File: config.mk
export PLATFORM = sky130hd
export DESIGN_NAME = bcd_scan4
export DESIGN_NICKNAME = d
export VERILOG_FILES = /design/src/rtl/bcd_scan4.sv
export SDC_FILE = /design/constraint.sdc
export NUM_CORES = 1
export LEC_CHECK = 0
export BUFFER_PORTS_ARGS = -buffer_cell sky130_fd_sc_hd__buf_2
export CAP_MARGIN = 20
export CORE_AREA = 2 2 65 67
export CTS_BUF_LIST = sky130_fd_sc_hd__clkbuf_8
export CTS_CLUSTER_DIAMETER = 30
export DETAILED_ROUTE_END_ITERATION = 16
export DIE_AREA = 0 0 67 69
export HOLD_SLACK_MARGIN = 0.06
export SLEW_MARGIN = 5
export SYNTH_ARGS = -nofsm -noshare
export SYNTH_HDL_FRONTEND = slang
export SYNTH_SLANG_ARGS = --single-unit
File: constraint.sdc
create_clock -name CLK -period 2.4 [get_ports CLK]
set_input_delay 0.48 -clock CLK [delete_from_list [all_inputs] [get_ports CLK]]
set_output_delay 0.48 -clock CLK [all_outputs]
set_load 0.1 [all_outputs]
File: src/rtl/bcd_scan4.sv
// bcd_scan4: four-digit multiplexed 7-segment scanner for BCD data.
// Captures DIN into a hold register on LAT, walks one digit per PRESCALE
// clocks, decodes to active-high segments with optional leading-zero
// blanking, and flags any captured non-BCD nibble until reset.
module bcd_scan4 #(
    parameter int unsigned PRESCALE = 16
) (
    input  logic        CLK,
    input  logic        CD,
    input  logic [15:0] DIN,
    input  logic        LAT,
    input  logic        EN,
    input  logic        BLANK,
    output logic [6:0]  SEG,
    output logic [3:0]  AN,
    output logic [1:0]  IDX,
    output logic        ERR
);

    localparam int unsigned     PCW     = (PRESCALE > 2) ? $clog2(PRESCALE) : 1;
    localparam logic [PCW-1:0]  PC_LAST = PCW'(PRESCALE - 1);

    logic [15:0]    r_hold;
    logic [PCW-1:0] r_pc;
    logic [1:0]     r_idx;
    logic           r_err;

    logic           w_bad;
    logic [3:0]     w_digit;
    logic [3:0]     w_nz_above;
    logic           w_blank;
    logic [6:0]     w_seg;

    // Flag any DIN nibble outside 0..9 at capture time.
    always_comb begin
        w_bad = 1'b0;
        for (int unsigned i = 0; i < 4; i++) begin
            if (DIN[4*i +: 4] > 4'd9) begin
                w_bad = 1'b1;
            end
        end
    end

    // Capture register and sticky non-BCD flag.
    always_ff @(posedge CLK) begin
        if (CD) begin
            r_hold <= '0;
            r_err  <= 1'b0;
        end else if (LAT) begin
            r_hold <= DIN;
            if (w_bad) begin
                r_err <= 1'b1;
            end
        end
    end

    // Prescaler and digit index; both freeze while EN is low.
    always_ff @(posedge CLK) begin
        if (CD) begin
            r_pc  <= '0;
            r_idx <= '0;
        end else if (EN) begin
            if (r_pc == PC_LAST) begin
                r_pc  <= '0;
                r_idx <= r_idx + 2'd1;
            end else begin
                r_pc  <= r_pc + PCW'(1);
            end
        end
    end

    // Digit k is a leading zero when it and all higher digits are zero;
    // invalid nibbles are nonzero and therefore never blanked.
    always_comb begin
        w_nz_above[3] = |r_hold[15:12];
        w_nz_above[2] = w_nz_above[3] | (|r_hold[11:8]);
        w_nz_above[1] = w_nz_above[2] | (|r_hold[7:4]);
        w_nz_above[0] = w_nz_above[1] | (|r_hold[3:0]);
        w_digit       = r_hold[{r_idx, 2'b00} +: 4];
        w_blank       = BLANK && (r_idx != 2'd0) && !w_nz_above[r_idx];
    end

    // BCD to 7-segment decode, bit 0 = a ... bit 6 = g; non-BCD shows "-".
    always_comb begin
        case (w_digit)
            4'd0:    w_seg = 7'h3F;
            4'd1:    w_seg = 7'h06;
            4'd2:    w_seg = 7'h5B;
            4'd3:    w_seg = 7'h4F;
            4'd4:    w_seg = 7'h66;
            4'd5:    w_seg = 7'h6D;
            4'd6:    w_seg = 7'h7D;
            4'd7:    w_seg = 7'h07;
            4'd8:    w_seg = 7'h7F;
            4'd9:    w_seg = 7'h6F;
            default: w_seg = 7'h40;
        endcase
    end

    // Output drive: segments follow HOLD regardless of EN; only AN is gated.
    always_comb begin
        SEG = w_blank ? 7'h00 : w_seg;
        AN  = EN ? (4'b0001 << r_idx) : 4'b0000;
        IDX = r_idx;
        ERR = r_err;
    end

endmodule
Word-level counts from Yosys, hierarchy flattened. Memories as Yosys holds them, arrays and structs flattened. Index checks and enable logic that the tools add are counted.

Register bits: 23. ROM bits: 112. Logic and storage cells: 37. Memories kept: 1.

Memories: (name not given) (depth 16, bits a word 7, read ports 1, clocked after memory_dff 0, wr ports 0, line 85) `case (w_digit)`.

Add/sub/neg operators: 2. $lt $le $gt $ge: 5. Eq/ne operators: 1. Shifts and indexed selects: 2. Muxes and demuxes: 9. Bitwise logic cells: 3. Reductions and logical operators: 10.

Operators with widths (number): greater-than comparator 4 bit, second input constant (4); OR reduction 4 bit (4); variable part select 16 x 5 -> 4 bit (1); two-way mux 4 bit (2); two-way mux 7 bit (1); two-way mux 1 bit (5); adder 4 x 1 -> 4 bit, second input constant (1); == test 4 bit, second input constant (1); AND reduction 2 bit (2); left shift 1 x 2 -> 4 bit, first input constant (1); less-than comparator 2 x 3 -> 1 bit, second input constant (1); OR 1 bit (3); adder 2 x 1 -> 2 bit, second input constant (1); binary-select mux 1 bit (select 2 bit) (1); logical AND 1 bit (2); nonzero test 2 bit (1); zero test 1 bit (1).

Logic depth before layout (Yosys ltp).
Word-level depth: 9. Mapped depth: 7. Mapped depth without buffers: 6.

Least setup slack after synthesis. Ideal clock, no wire load.

Path kind: register to output. Start point: reg r_idx[0] (netlist: IDX[0]). End point: out SEG[0]. Data arrival time: 4270 ps. Required time: 1920 ps. Setup slack: -2350 ps. Cell stages (with the launch flop): 7. Cells stage by stage: dfxtp_1 -> buf_6 -> mux4_1 -> ha_1 -> mux2i_1 -> nor2_1 -> nor3_1.

Longest elaborated chain between the ends: 5.

Ends and longest elaborated chain: from (decl) (line 25) `logic [1:0] r_idx;`; from (signal assigned) (line 65) `r_idx <= r_idx + 2'd1;`; parallel branches: the longest is 4 deep, another holds memory (16 x 7 bit); two-way mux 7 bit * (line 102) `SEG = w_blank ? 7'h00 : w_seg;`; to (decl) (line 14) `output logic [6:0] SEG,`.

Every way passes the cells marked *. The select of a mux whose other input is x is not followed.

Final worst setup path.
Start point: reg r_idx[0] (netlist: IDX[0]). End point: out SEG[5].

The elaborated chain is that of the path after synthesis.

==> impl_metrics.json <==
{
  "reg2reg_slack_ns": 1.16,
  "wire_per_inst_microns": 13.32,
  "cts_made_buffers": 3,
  "track_usage_pct": 13.58,
  "drv_slew": 0,
  "die_width_microns": 67,
  "seq_area_frac_synth_pct": 34.78,
  "ir_drop_mv": 0.2758,
  "p_sw_share_pct": 34.59,
  "cpMaxStageDelayCell": "mux4_2",
  "cts_tree": "done",
  "num_rows": 23,
  "drc": 0,
  "cp.depth": 7,
  "status": "complete, but fails checks",
  "comb_power_share_pct": 34.3,
  "grt_pass1_vias": 1193,
  "die_area_sq_mm": 0.004623,
  "clockRootBuffer": "clkbuf_8",
  "clk_latency_ns": 0.26,
  "syn_avg_cell_area_sq_um": 9.193,
  "synth_nets": 175,
  "cp-start-kind": "register",
  "final_common_cell": "buf_2",
  "dp_slack_ns": 0.01610,
  "path_class": "register to primary output",
  "placed_cells": 224,
  "power.density_mw_per_mm2": 531.3,
  "path_buf_inv": 2,
  "area_growth_syn_to_layout_pct": 40.45,
  "placed_cell_area_sq_mm": 0.001722,
  "place.gp.congestion": 0.7902,
  "slew_headroom_pct": 67.71,
  "fin_nets": 213,
  "antenna_left": 0,
  "final_cell_mix": "buf_2 (27), nor2_1 (25), dfxtp_1 (21)",
  "fin_ws_ns": -0.2121,
  "path_max_fanout": 5,
  "pwr-share-clk_pct": 23.4,
  "worst_pin_slew_ns": 0.4877,
  "hp-class": "primary input to register",
  "clock_path_buffers": 2,
  "finalCritPeriodShare_pct": 108.8,
  "slowest_delay_ns": 0.55,
  "fin_worst_skew_ns": 0.003822,
  "firstDrtPassIters": 4,
  "antenna_found_initial": 0,
  "post-route-util_pct": 47.51,
  "synth_cell_types": 29,
  "clkTransAtPathRegs_ns": 0.08,
  "worstPathCellList": "mux4_2 > inv_2 > ha_4 > nor2_2 > a211o_1 > a21oi_4 > buf_12",
  "violations": "setup timing",
  "seqCellArea_sq_um": 467.9,
  "postSynthCellCount": 144,
  "n_antenna_cell": 0,
  "start_util_pct": 33.82,
  "core_area_sq_mm": 0.003914,
  "num-fill-cells": 392,
  "synth_edf_count": 0,
  "whs_path_depth": 3,
  "synth_area_sq_mm": 0.001324,
  "path_delay_family": "multiplexers",
  "yosysWarnings": 0,
  "io_pins": 35,
  "synth_flop_cell": "dfxtp_1",
  "final-hold-violation-count": 0,
  "ctsHtreeMaxLevel": 1,
  "power_frac_seq_pct": 42.3,
  "min_from": "DIN[0]",
  "p_sw_w": 0.0003417,
  "r2r_start": "IDX[0]",
  "max_freq_ghz": 0.3828,
  "power_leakage_nw": 0.8171,
  "vias": 1123,
  "rsz0062_at_grt": "yes",
  "worstPathArrival_ns": 2.13,
  "power.internal_w": 0.0006461,
  "cts-hold-fix-buffers": 0,
  "grt_overflow": 0,
  "drtIter0Drc": 15,
  "maxCapViolations": 0,
  "grt_pass1_wl_microns": 5050,
  "die_height_microns": 69,
  "r2r_cells": 5,
  "crit_path_end_kind": "primary output",
  "reg2reg_to": "IDX[1]",
  "cts.sinks": 23,
  "grt_max_degree": 24,
  "multi_input_area_sq_um": 924.6,
  "drt_wl_total_microns": 3077,
  "viasPerCell": 4.861,
  "worstPathRequired_ns": 1.92,
  "drive_above_1_share_pct": 40.33,
  "hpwl_microns": 2434,
  "worstHoldEndpoint": "r_hold[0]",
  "fin_cells": 231,
  "ys_async_sr_fraction_pct": 0,
  "ys_ff_latch": 23,
  "fin_area_sq_mm": 0.001859,
  "setup-violations-final": 7,
  "io_buffers": 34,
  "period_minus_slack_ns": 2.612
}
==> final cells by class <==
class / instances / area share, %
multi-input combinational: 108 / 49.73
sequential: 23 / 25.17
timing repair buffer: 41 / 18.04
tap: 50 / 3.365
clock buffer: 3 / 2.221
inverter: 5 / 1.211
clock inverter: 1 / 0.2692
==> logic make-up (layout without fill, tap and decap cells) <==
logic type	after synthesis	in the layout	synth area share [%]
AND/OR/NAND/NOR	53	53	18.15
multiplexers	24	24	22.68
flip-flops	23	23	34.78
AO/OA/AOI/OAI	18	18	8.034
buffers and inverters	13	50	4.915
adder cells (fa/ha/maj)	10	10	9.452
XOR/XNOR	3	3	1.985
==> cell usage after synthesis, types with 2 or more instances <==
cell type  instances  area (sq um)
nor2_1            31         116.4
dfxtp_1           23         460.4
mux2i_1           20         200.2
ha_1              10         125.1
a21oi_1            7         35.03
nand2_1            6         22.52
o21ai_0            6         30.03
and2_1             5         31.28
clkbuf_1           5         18.77
inv_1              5         18.77
nor4_1             4         25.02
buf_6              2         22.52
mux4_1             2         52.55
nand4_1            2         12.51
xor2_1             2         17.52
==> worst min-delay path, stage by stage <==
cell and delay [ns]:
buf_2 0.08, mux2i_1 0.06, nor2_1 0.07
==> worst max path at each step <==
stage	from	slack [ns]	endpoint
after floorplan	IDX[0]	-0.55	SEG[3]
after global placement	IDX[0]	0.07	SEG[5]
after detailed placement	IDX[0]	0.02	SEG[5]
after CTS	IDX[0]	-0.20	SEG[5]
after global routing	IDX[0]	-0.30	SEG[5]
final	IDX[0]	-0.21	SEG[5]
==> flip-flops by register name, summed over array words and instances, names as in the netlist <==
signal and cells:
ERR 1, r_hold 16, IDX 2, r_pc 4
==> power groups by stage <==
stage	Combinational (W)	Clock (W)	Sequential [W]
2_1_floorplan	0.000217	0	0.000431
3_3_place_gp	0.000319	0	0.000426
3_5_place_dp	0.000327	0	0.000427
4_1_cts	0.000333	0.000238	0.000418
5_1_grt	0.000359	0.000251	0.000421
6_report	0.000338	0.000231	0.000418
==> through the flow <==
| stage | TNS (ns) | hold slack (ns) | power, W |
|---|---|---|---|
| 2_1_floorplan | -2.953 | 0.4524 | 0.0006479 |
| 3_3_place_gp | 0 | 0.4492 | 0.0007452 |
| 3_5_place_dp | 0 | 0.4726 | 0.0007539 |
| 4_1_cts | -0.9398 | 0.4583 | 0.0009897 |
| 5_1_grt | -1.598 | 0.4621 | 0.001031 |
| 6_report | -0.9731 | 0.4601 | 0.0009878 |
==> routing by layer <==
metal / up-vias / track usage [%] / share of wire [%]
met4: 0 / 4.989 / 1.9
met3: 4 / 2.284 / 4.3
met2: 26 / 24.75 / 55
met1: 526 / 15.25 / 39
met5: - / 0 / 0
li1: 567 / - / -
==> what timing repair did <==
| action | 4_1_cts | 5_1_grt |
|---|---|---|
| pin swaps | 6 | 6 |
| endpoints found under the setup margin | 7 | 7 |
| gates cloned | 0 | 0 |
| buffers inserted | 2 | 2 |
| gates resized for setup | 7 | 8 |
Note: power is estimated with default switching activity, not from simulation.
